## src/rtl/fetch_buf_pkg.sv

```systemverilog
// Shared constants and entry layout for the fetch buffer between IF and ID.
// The bypass build of fetch_buf is selected with FETCH_BUF_BYPASS_EN.
package fetch_buf_pkg;

    localparam int FB_XLEN = 32;

    // ADDI x0, x0, 0: decodes as a legal instruction with no side effects.
    localparam logic [31:0] FB_NOP = 32'h0000_0013;

    typedef struct packed {
        logic [FB_XLEN-1:0] pc;
        logic [FB_XLEN-1:0] instr;
        logic               pred_taken;
        logic [FB_XLEN-1:0] pred_target;
    } fetch_entry_t;

endpackage

```

## src/rtl/fetch_buf.sv

```systemverilog
// Circular fetch buffer decoupling IF from ID; flush/reset empty it in one cycle.
// Define FETCH_BUF_BYPASS_EN to forward an entry arriving at an empty buffer straight to ID.
module fetch_buf
    import fetch_buf_pkg::*;
#(
    parameter int DEPTH = 4,
    parameter int XLEN  = FB_XLEN
) (
    input  logic                     i_clk,
    input  logic                     i_reset,
    input  logic                     i_fetch_vld,
    input  logic [XLEN-1:0]          i_fetch_pc,
    input  logic [XLEN-1:0]          i_fetch_instr,
    input  logic                     i_fetch_pred_taken,
    input  logic [XLEN-1:0]          i_fetch_pred_target,
    output logic                     o_fetch_rdy,
    input  logic                     i_flush,
    input  logic                     i_id_rdy,
    output logic                     o_id_vld,
    output logic [XLEN-1:0]          o_id_pc,
    output logic [XLEN-1:0]          o_id_instr,
    output logic                     o_id_pred_taken,
    output logic [XLEN-1:0]          o_id_pred_target,
    output logic [$clog2(DEPTH):0]   o_count
);

    localparam int AW = $clog2(DEPTH);
    localparam int CW = AW + 1;
    localparam logic [XLEN-1:0] NOP_W = XLEN'(FB_NOP);

    // Pointers carry one extra bit so full and empty are distinguishable.
    logic [AW:0]      r_wr_ptr;
    logic [AW:0]      r_rd_ptr;

    logic [XLEN-1:0]  r_pc          [DEPTH];
    logic [XLEN-1:0]  r_instr       [DEPTH];
    logic             r_pred_taken  [DEPTH];
    logic [XLEN-1:0]  r_pred_target [DEPTH];

    logic [CW-1:0]    w_count;
    logic             w_stored_vld;
    logic             w_push;
    logic             w_pop;
    logic             w_bypass;
    logic             w_wr_en;
    logic             w_rd_en;
    logic [AW-1:0]    w_wr_idx;
    logic [AW-1:0]    w_rd_idx;

    assign w_count      = r_wr_ptr - r_rd_ptr;
    assign w_stored_vld = (w_count != '0);
    assign w_wr_idx     = r_wr_ptr[AW-1:0];
    assign w_rd_idx     = r_rd_ptr[AW-1:0];

    // Space is judged on current occupancy only, so a pop never frees room for a push at full.
    assign o_fetch_rdy  = (w_count < CW'(DEPTH));
    assign o_count      = w_count;

    assign w_push       = i_fetch_vld && o_fetch_rdy && !i_flush;

`ifdef FETCH_BUF_BYPASS_EN
    assign w_bypass     = w_push && !w_stored_vld;
`else
    assign w_bypass     = 1'b0;
`endif

    assign o_id_vld     = w_stored_vld || w_bypass;
    assign w_pop        = o_id_vld && i_id_rdy && !i_flush;

    // A bypassed entry that ID takes immediately never occupies a slot.
    assign w_wr_en      = w_push && !(w_bypass && i_id_rdy);
    assign w_rd_en      = w_pop && w_stored_vld;

    always_comb begin
        o_id_pc          = '0;
        o_id_instr       = NOP_W;
        o_id_pred_taken  = 1'b0;
        o_id_pred_target = '0;
        if (w_stored_vld) begin
            o_id_pc          = r_pc[w_rd_idx];
            o_id_instr       = r_instr[w_rd_idx];
            o_id_pred_taken  = r_pred_taken[w_rd_idx];
            o_id_pred_target = r_pred_target[w_rd_idx];
        end
`ifdef FETCH_BUF_BYPASS_EN
        else if (w_bypass) begin
            o_id_pc          = i_fetch_pc;
            o_id_instr       = i_fetch_instr;
            o_id_pred_taken  = i_fetch_pred_taken;
            o_id_pred_target = i_fetch_pred_target;
        end
`endif
    end

    always_ff @(posedge i_clk) begin
        if (i_reset) begin
            r_wr_ptr <= '0;
            r_rd_ptr <= '0;
        end else if (i_flush) begin
            r_wr_ptr <= '0;
            r_rd_ptr <= '0;
        end else begin
            if (w_wr_en) begin
                r_wr_ptr <= r_wr_ptr + 1'b1;
            end
            if (w_rd_en) begin
                r_rd_ptr <= r_rd_ptr + 1'b1;
            end
        end
    end

    // Entry storage is not cleared; the pointers alone define what is valid.
    always_ff @(posedge i_clk) begin
        if (w_wr_en && !i_reset) begin
            r_pc[w_wr_idx]          <= i_fetch_pc;
            r_instr[w_wr_idx]       <= i_fetch_instr;
            r_pred_taken[w_wr_idx]  <= i_fetch_pred_taken;
            r_pred_target[w_wr_idx] <= i_fetch_pred_target;
        end
    end

endmodule

```

## config.mk

```make
export PLATFORM = sky130hd
export DESIGN_NAME = fetch_buf
export DESIGN_NICKNAME = d
export VERILOG_FILES = /design/src/rtl/fetch_buf_pkg.sv /design/src/rtl/fetch_buf.sv
export SDC_FILE = /design/constraint.sdc
export NUM_CORES = 1
export LEC_CHECK = 0
export ABC_AREA = 1
export CORE_MARGIN = 4
export CORE_UTILIZATION = 50
export CTS_BUF_LIST = sky130_fd_sc_hd__clkbuf_2
export DETAILED_ROUTE_END_ITERATION = 6
export DONT_BUFFER_PORTS = 1
export SLEW_MARGIN = 20
export SYNTH_ARGS = -nofsm -noshare
export SYNTH_HDL_FRONTEND = slang
export SYNTH_SLANG_ARGS = --single-unit
```

## constraint.sdc

```tcl
create_clock -name i_clk -period 8.4 [get_ports i_clk]
set_input_delay 1.26 -clock i_clk [delete_from_list [all_inputs] [get_ports i_clk]]
set_output_delay 1.26 -clock i_clk [all_outputs]
set_load 0.05 [all_outputs]
```

==> results of run 1 <==
[synth_stat cells, drive strengths merged]
library cell | number | area (µm²)
mux2i | 97 | 970.9
fa | 1 | 20.02
nand4 | 1 | 6.260
inv | 113 | 426.7
ha | 6 | 75.07
o22ai | 94 | 588.1
nand2 | 112 | 420.4
clkbuf | 29 | 108.9
xor2 | 2 | 17.52
nand3 | 7 | 40.04
dfxtp | 8 | 160.2
buf | 35 | 329.1
edfxtp | 388 | 11650
a31oi | 1 | 6.260
nor3 | 1 | 5.000
a21oi | 3 | 15.01
o221ai | 3 | 26.28
nand3b | 1 | 7.510
o21ai | 97 | 485.5
nor2 | 109 | 409.1
[worst reg2reg max path, cell delays in order, from the launching register on]
cell,delay [ns]
dfxtp_1,0.40
inv_1,0.11
ha_1,0.22
fa_1,0.41
inv_1,0.09
nand2_1,0.07
nand2_1,0.10
nand2_1,0.06
nand2_1,0.47
nand3_1,0.47
nor2_4,0.17
buf_4,0.61
buf_4,0.78
[sequential cells by signal, indices dropped and copies added (netlist names), named ones only]
name / flops
r_instr: 128
r_pc: 128
r_wr_ptr: 3
r_pred_taken: 4
r_pred_target: 128
r_rd_ptr: 3
[where the power goes]
| part | internal (mW) | total, mW | leakage [nW] | switching (mW) |
|---|---|---|---|---|
| sequential | 2.19 | 2.20 | 3.57 | 0.00905 |
| clock | 0.494 | 1.20 | 0.674 | 0.707 |
| combinational | 0.0467 | 0.353 | 1.77 | 0.307 |
[logic make-up (layout without fill, tap and decap cells)]
family / Yosys count / count (layout) / synth area share [%]
simple gates: 231 / 231 / 5.634
buf+inv: 177 / 296 / 5.483
xor+xnor: 2 / 2 / 0.1111
mux: 97 / 97 / 6.157
fa+ha+maj: 7 / 7 / 0.6030
compound gates: 198 / 198 / 7.109
flops: 396 / 396 / 74.90
other cells: 0 / 2 / 0
[how the worst min path moves through the flow]
| stage | start | endpoint | slack, ns | depth (start not counted) |
|---|---|---|---|---|
| CTS | i_fetch_pc[21] | r_pc[0][21] | 0.31 | 0 |
| detailed placement | r_wr_ptr[0] | r_wr_ptr[0] | 0.53 | 2 |
| global placement | r_wr_ptr[0] | r_wr_ptr[0] | 0.49 | 2 |
| global route | i_fetch_pc[13] | r_pc[1][13] | 0.33 | 0 |
| floorplan | r_wr_ptr[0] | r_wr_ptr[0] | 0.47 | 2 |
| finish | i_fetch_pc[18] | r_pc[1][18] | 0.45 | 0 |
[metal layers]
metal,GRT usage [%],wire [µm],up-vias
met2,29.44,15250,248
met5,0,0,-
met4,6.325,666,0
met3,6.078,2318,55
met1,22.78,13100,4170
li1,-,-,4177
[cell type report]
| class | count | area, µm² |
|---|---|---|
| inverter | 113 | 426.7 |
| multi-input combinational | 535 | 3131 |
| antenna | 2 | 5.005 |
| sequential | 396 | 11820 |
| timing repair buffer | 12 | 115.1 |
| fill | 2562 | 13970 |
| clock inverter | 25 | 136.4 |
| tap | 396 | 495.5 |
| clock buffer | 146 | 730.7 |
==> metrics.cfg, run 1 <==
[yosys]
ys.warnings.count = 0
syn_avg_cell_area_um2 = 14.23
syn_nets = 1217
ys_ff_latch = 396
synth_cell_types = 26
syn-instance-count = 1108
syn_area_um2 = 15770
yosysSeqAreaShare_pct = 74.90

[worst_setup_path]
crit_type = reg2out
r2r_start = r_wr_ptr[0]
ff2ff_path_depth = 12
cpMostUsedCell = inv_1
crit_fanout = 64
crit_start = r_wr_ptr[0]
start_kind = flip-flop
r2r_end = r_pc[0][7]
worst-path-stages = 8
r2r_setup_slack_ns = 4.01
required_ns = 7.14
crit_path_end = o_id_instr[0]
critPathBufInv = 3
crit_slowest_cell = buf_4
arrival_ns = 4.24
worst_path_largest_cell_delay_ns = 0.81
crit_path_end_kind = output pin
path_delay_family = buffers and inverters
crit_chain = inv_1 -> ha_1 -> fa_1 -> nand2_1 -> inv_1 -> nand3_4 -> buf_4 -> o221ai_1

[clock_network]
cts_resized = 0
path_clk_slew_ns = 0.11
cts_max_level = 3
cts_made_buffers = 97
cts_max_path_buffers = 3
tritoncts = done
hold_buffers = 0
post-cts-setup-buffers = 0
cts.sinks = 396
cts_root_buf = clkbuf_2
clk_latency_ns = 0.86

[sta]
tightest_slew_ns = 1.131
fmax_mhz = 181.9
slew_violations = 0
final-setup-viol-count = 0
worst_slack_ns = 2.903
fin_tns_setup_ns = 0
fin_crit_ns = 5.497
hold_slack_ns = 0.4526
fin_skew_ns = 0.06231
rsz0062_at_grt = no
post-route-period-util_pct = 65.44
max_slew_margin_pct = 25.98
finalHoldViolCount = 0

[detailed_routing]
postRouteAntennaNets = 0
drc = 0
via_per_inst = 5.323
finalWirelength_mm = 31.33
first_iter_violations = 465
via_count = 8650
wire_per_inst_um = 19.28
dr.pass1.iters = 5

[finish]
final_cell_area_um2 = 16860
area_growth_pct = 6.911
stdcell_count = 1625
fin_nets = 1264
layout_commonest_cell = edfxtp_1
most-common-layout-cells = edfxtp_1 (388), clkbuf_2 (146), nand2_1 (112)
utilization_pct = 54.68
drive_gt1_share_pct = 16.22

[global_route]
grt_pass1_vias = 8752
grt_max_degree = 167
grt_pass1_wl_mm = 47.82
grt_remaining_overflow = 0
grtUsageTotal_pct = 18.03
antenna_found_initial = 1

[placed_design]
dp.cells = 1452
gp_congestion = 0.7735
port_buffers = 0
pre_cts_ws_ns = 3.744
postPlaceCellArea_um2 = 15990
hpwl_mm = 16.91

[floorplan]
rows = 64
boundaryPins = 204
die_w_um = 185.6
core_region_area_um2 = 30830
die_height_um = 185.6
die_area_um2 = 34440
start_util_pct = 51.15

[status]
status = complete, no violations

[power]
power.total_mw = 3.756
powerDensity_nw_per_um2 = 222.8
ir_drop_uv = 106.8
p_leak_nw = 6.015

[min_path]
hold_class = in2reg

[flow_run]
cap_viol_max_count = 0

Note: power is estimated with default switching activity, not from simulation.
==> run 2, diff against run 1 <==
Clock period 8.4 ns to 5.8 ns, I/O delays scaled along.
==> metrics.cfg, run 2 (synthesis results as in run 1) <==
[status]
status = complete, no violations

[sta]
final-setup-viol-count = 0  ; unchanged
rsz0062_at_grt = no
post-route-period-util_pct = 83.41
finalHoldViolCount = 0  ; unchanged
slew_violations = 0  ; unchanged
fmax_mhz = 206.7
fin_skew_ns = 0.03504  ; -0.02727 ns
max_slew_margin_pct = 27.44  ; +1.5 points
fin_tns_setup_ns = 0  ; unchanged
hold_slack_ns = 0.08305  ; -0.3696 ns
fin_crit_ns = 4.837
tightest_slew_ns = 1.108  ; -0.02239 ns

[global_route]
grt_pass1_wl_mm = 49.45  ; +3.4%
met3_usage_pct = 6.566  ; +0.49 points
grt_pass1_vias = 9143  ; +4.5%
grtUsageTotal_pct = 18.60  ; +0.57 points
antenna_found_initial = 2  ; +1
grt_max_degree = 141  ; -16%
grt_remaining_overflow = 0  ; unchanged
grtUsageMet1_pct = 23.24  ; +0.47 points
top_usage_layer = met2
met2_usage_pct = 30.36  ; +0.92 points

[floorplan]
die_area_um2 = 34440  ; unchanged
rows = 64  ; unchanged
start_util_pct = 51.15  ; unchanged
core_region_area_um2 = 30830  ; unchanged
die_w_um = 185.6  ; unchanged
die_height_um = 185.6  ; unchanged
boundaryPins = 204  ; unchanged

[worst_setup_path]
r2r_setup_slack_ns = 2.20  ; -1.81 ns
crit_type = reg2out
crit_path_end_kind = output pin
crit_fanout = 58  ; -9.4%
ff2ff_path_depth = 12  ; unchanged
r2r_end = r_pc[2][13]
arrival_ns = 3.97  ; -0.27 ns
start_kind = flip-flop
required_ns = 4.93  ; -2.21 ns
r2r_start = r_wr_ptr[0]

[min_path]
min_from = i_fetch_pc[9]
hold_class = in2reg
hold-path-endpoint = r_pc[2][9]
hold_depth = 0  ; unchanged

[detailed_routing]
first_iter_violations = 586  ; +26%
postRouteAntennaNets = 0  ; unchanged
dr.pass1.iters = 5  ; unchanged
wire_per_inst_um = 19.12  ; -0.85%
drc = 0  ; unchanged
via_per_inst = 5.317  ; -0.12%
via_count = 9161  ; +5.9%
finalWirelength_mm = 32.94  ; +5.1%

[clock_network]
path_clk_slew_ns = 0.10  ; about the same
cts_resized = 0  ; unchanged
cts_max_path_buffers = 3  ; unchanged
cts.sinks = 396  ; unchanged
cts_made_buffers = 99  ; +2.1%
hold_buffers = 68  ; +68
tritoncts = done
clk_latency_ns = 0.89  ; +0.03 ns
cts_max_level = 3  ; unchanged
cts_root_buf = clkbuf_2
post-cts-setup-buffers = 0  ; unchanged

[flow_run]
cap_viol_max_count = 0  ; unchanged

[finish]
area_growth_pct = 13.45
drive_gt1_share_pct = 14.94  ; -1.3 points
multi_input_area_um2 = 3143  ; +0.40%
utilization_pct = 58.03  ; +3.3 points
most-common-layout-cells = edfxtp_1 (388), clkbuf_2 (143), nand2_1 (112)
final_cell_area_um2 = 17890  ; +6.1%
top_regs = r_instr (128), r_pc (128), r_pred_target (128)
seq_area_um2 = 11820  ; unchanged
stdcell_count = 1723  ; +6.0%
fillers = 2536  ; -1.0%
fin_nets = 1373  ; +8.6%
layout_commonest_cell = edfxtp_1

[placed_design]
gp_congestion = 0.7210  ; -6.8%
postPlaceCellArea_um2 = 16010  ; +0.16%
port_buffers = 0  ; unchanged
dp.cells = 1453  ; +0.069%
hpwl_mm = 17.07  ; +0.97%

[power]
p_leak_nw = 6.419  ; +6.7%
ir_drop_uv = 162.3  ; +52%
powerDensity_nw_per_um2 = 305.6  ; +37%

==> run 2: cell types whose count changed in the layout (fill, tap and decap cells not counted) <==
cell and change:
clkinv_4 -2, o221ai_1 -2, inv_2 -1, o221ai_2 +2, dlygate4sd3_1 +106, clkinvlp_4 +3, bufinv_16 -1, buf_12 +1
clkinv_1 -5, clkbuf_2 -3
==> run 2: per-stage QoR <==
stage | total power, mW | setup slack (ns)
detailed placement | 3.771 | 1.848
finish | 5.466 | 0.9625
floorplan | 3.714 | -0.7880
CTS | 5.511 | 0.8668
global placement | 3.766 | 1.938
global route | 5.752 | 0.6466
==> run 2: critical path, stage by stage (launching register included) <==
cell and delay (ns):
dfxtp_1 0.39, inv_1 0.11, ha_1 0.22, fa_1 0.51, nand2_1 0.06, inv_1 0.09
nand3_4 0.74, buf_4 0.60, nand2_1 0.15, inv_1 0.21
==> run 2: layout make-up <==
| cell class | count | share of cell area, % |
|---|---|---|
| diodes | 2 | 0.02798 |
| clock buffers | 143 | 4.001 |
| clock inverters | 19 | 0.4966 |
| inverters | 113 | 2.385 |
| multi-input cells | 535 | 17.57 |
| flip-flops and latches | 396 | 66.06 |
| well taps | 396 | 2.770 |
| repair buffers | 119 | 6.686 |
==> run 2: how the worst max path moves through the flow <==
stage | from | endpoint | slack [ns] | depth (start not counted)
final | r_wr_ptr[0] | o_id_pc[3] | 0.96 | 9
after CTS | r_wr_ptr[0] | o_id_pc[3] | 0.87 | 9
after detailed placement | r_wr_ptr[0] | o_id_pc[3] | 1.85 | 9
after global routing | r_wr_ptr[0] | o_id_pc[3] | 0.65 | 9
after global placement | r_wr_ptr[0] | o_id_instr[14] | 1.94 | 9
after floorplan | r_wr_ptr[0] | r_instr[0][0] | -0.79 | 10
==> run 2: power by group <==
part,internal (mW),leakage (nW),switching (mW)
clock,0.652,0.627,1.04
sequential,3.17,3.57,0.0143
combinational,0.119,2.22,0.472
total,3.94,6.42,1.52
==> run 2: metal layers <==
| layer | vias to the layer above | share of wire [%] |
|---|---|---|
| li1 | 4363 | - |
| met1 | 4479 | 43 |
| met2 | 275 | 47 |
| met3 | 44 | 7.4 |
| met4 | 0 | 1.7 |
| met5 | - | 0 |
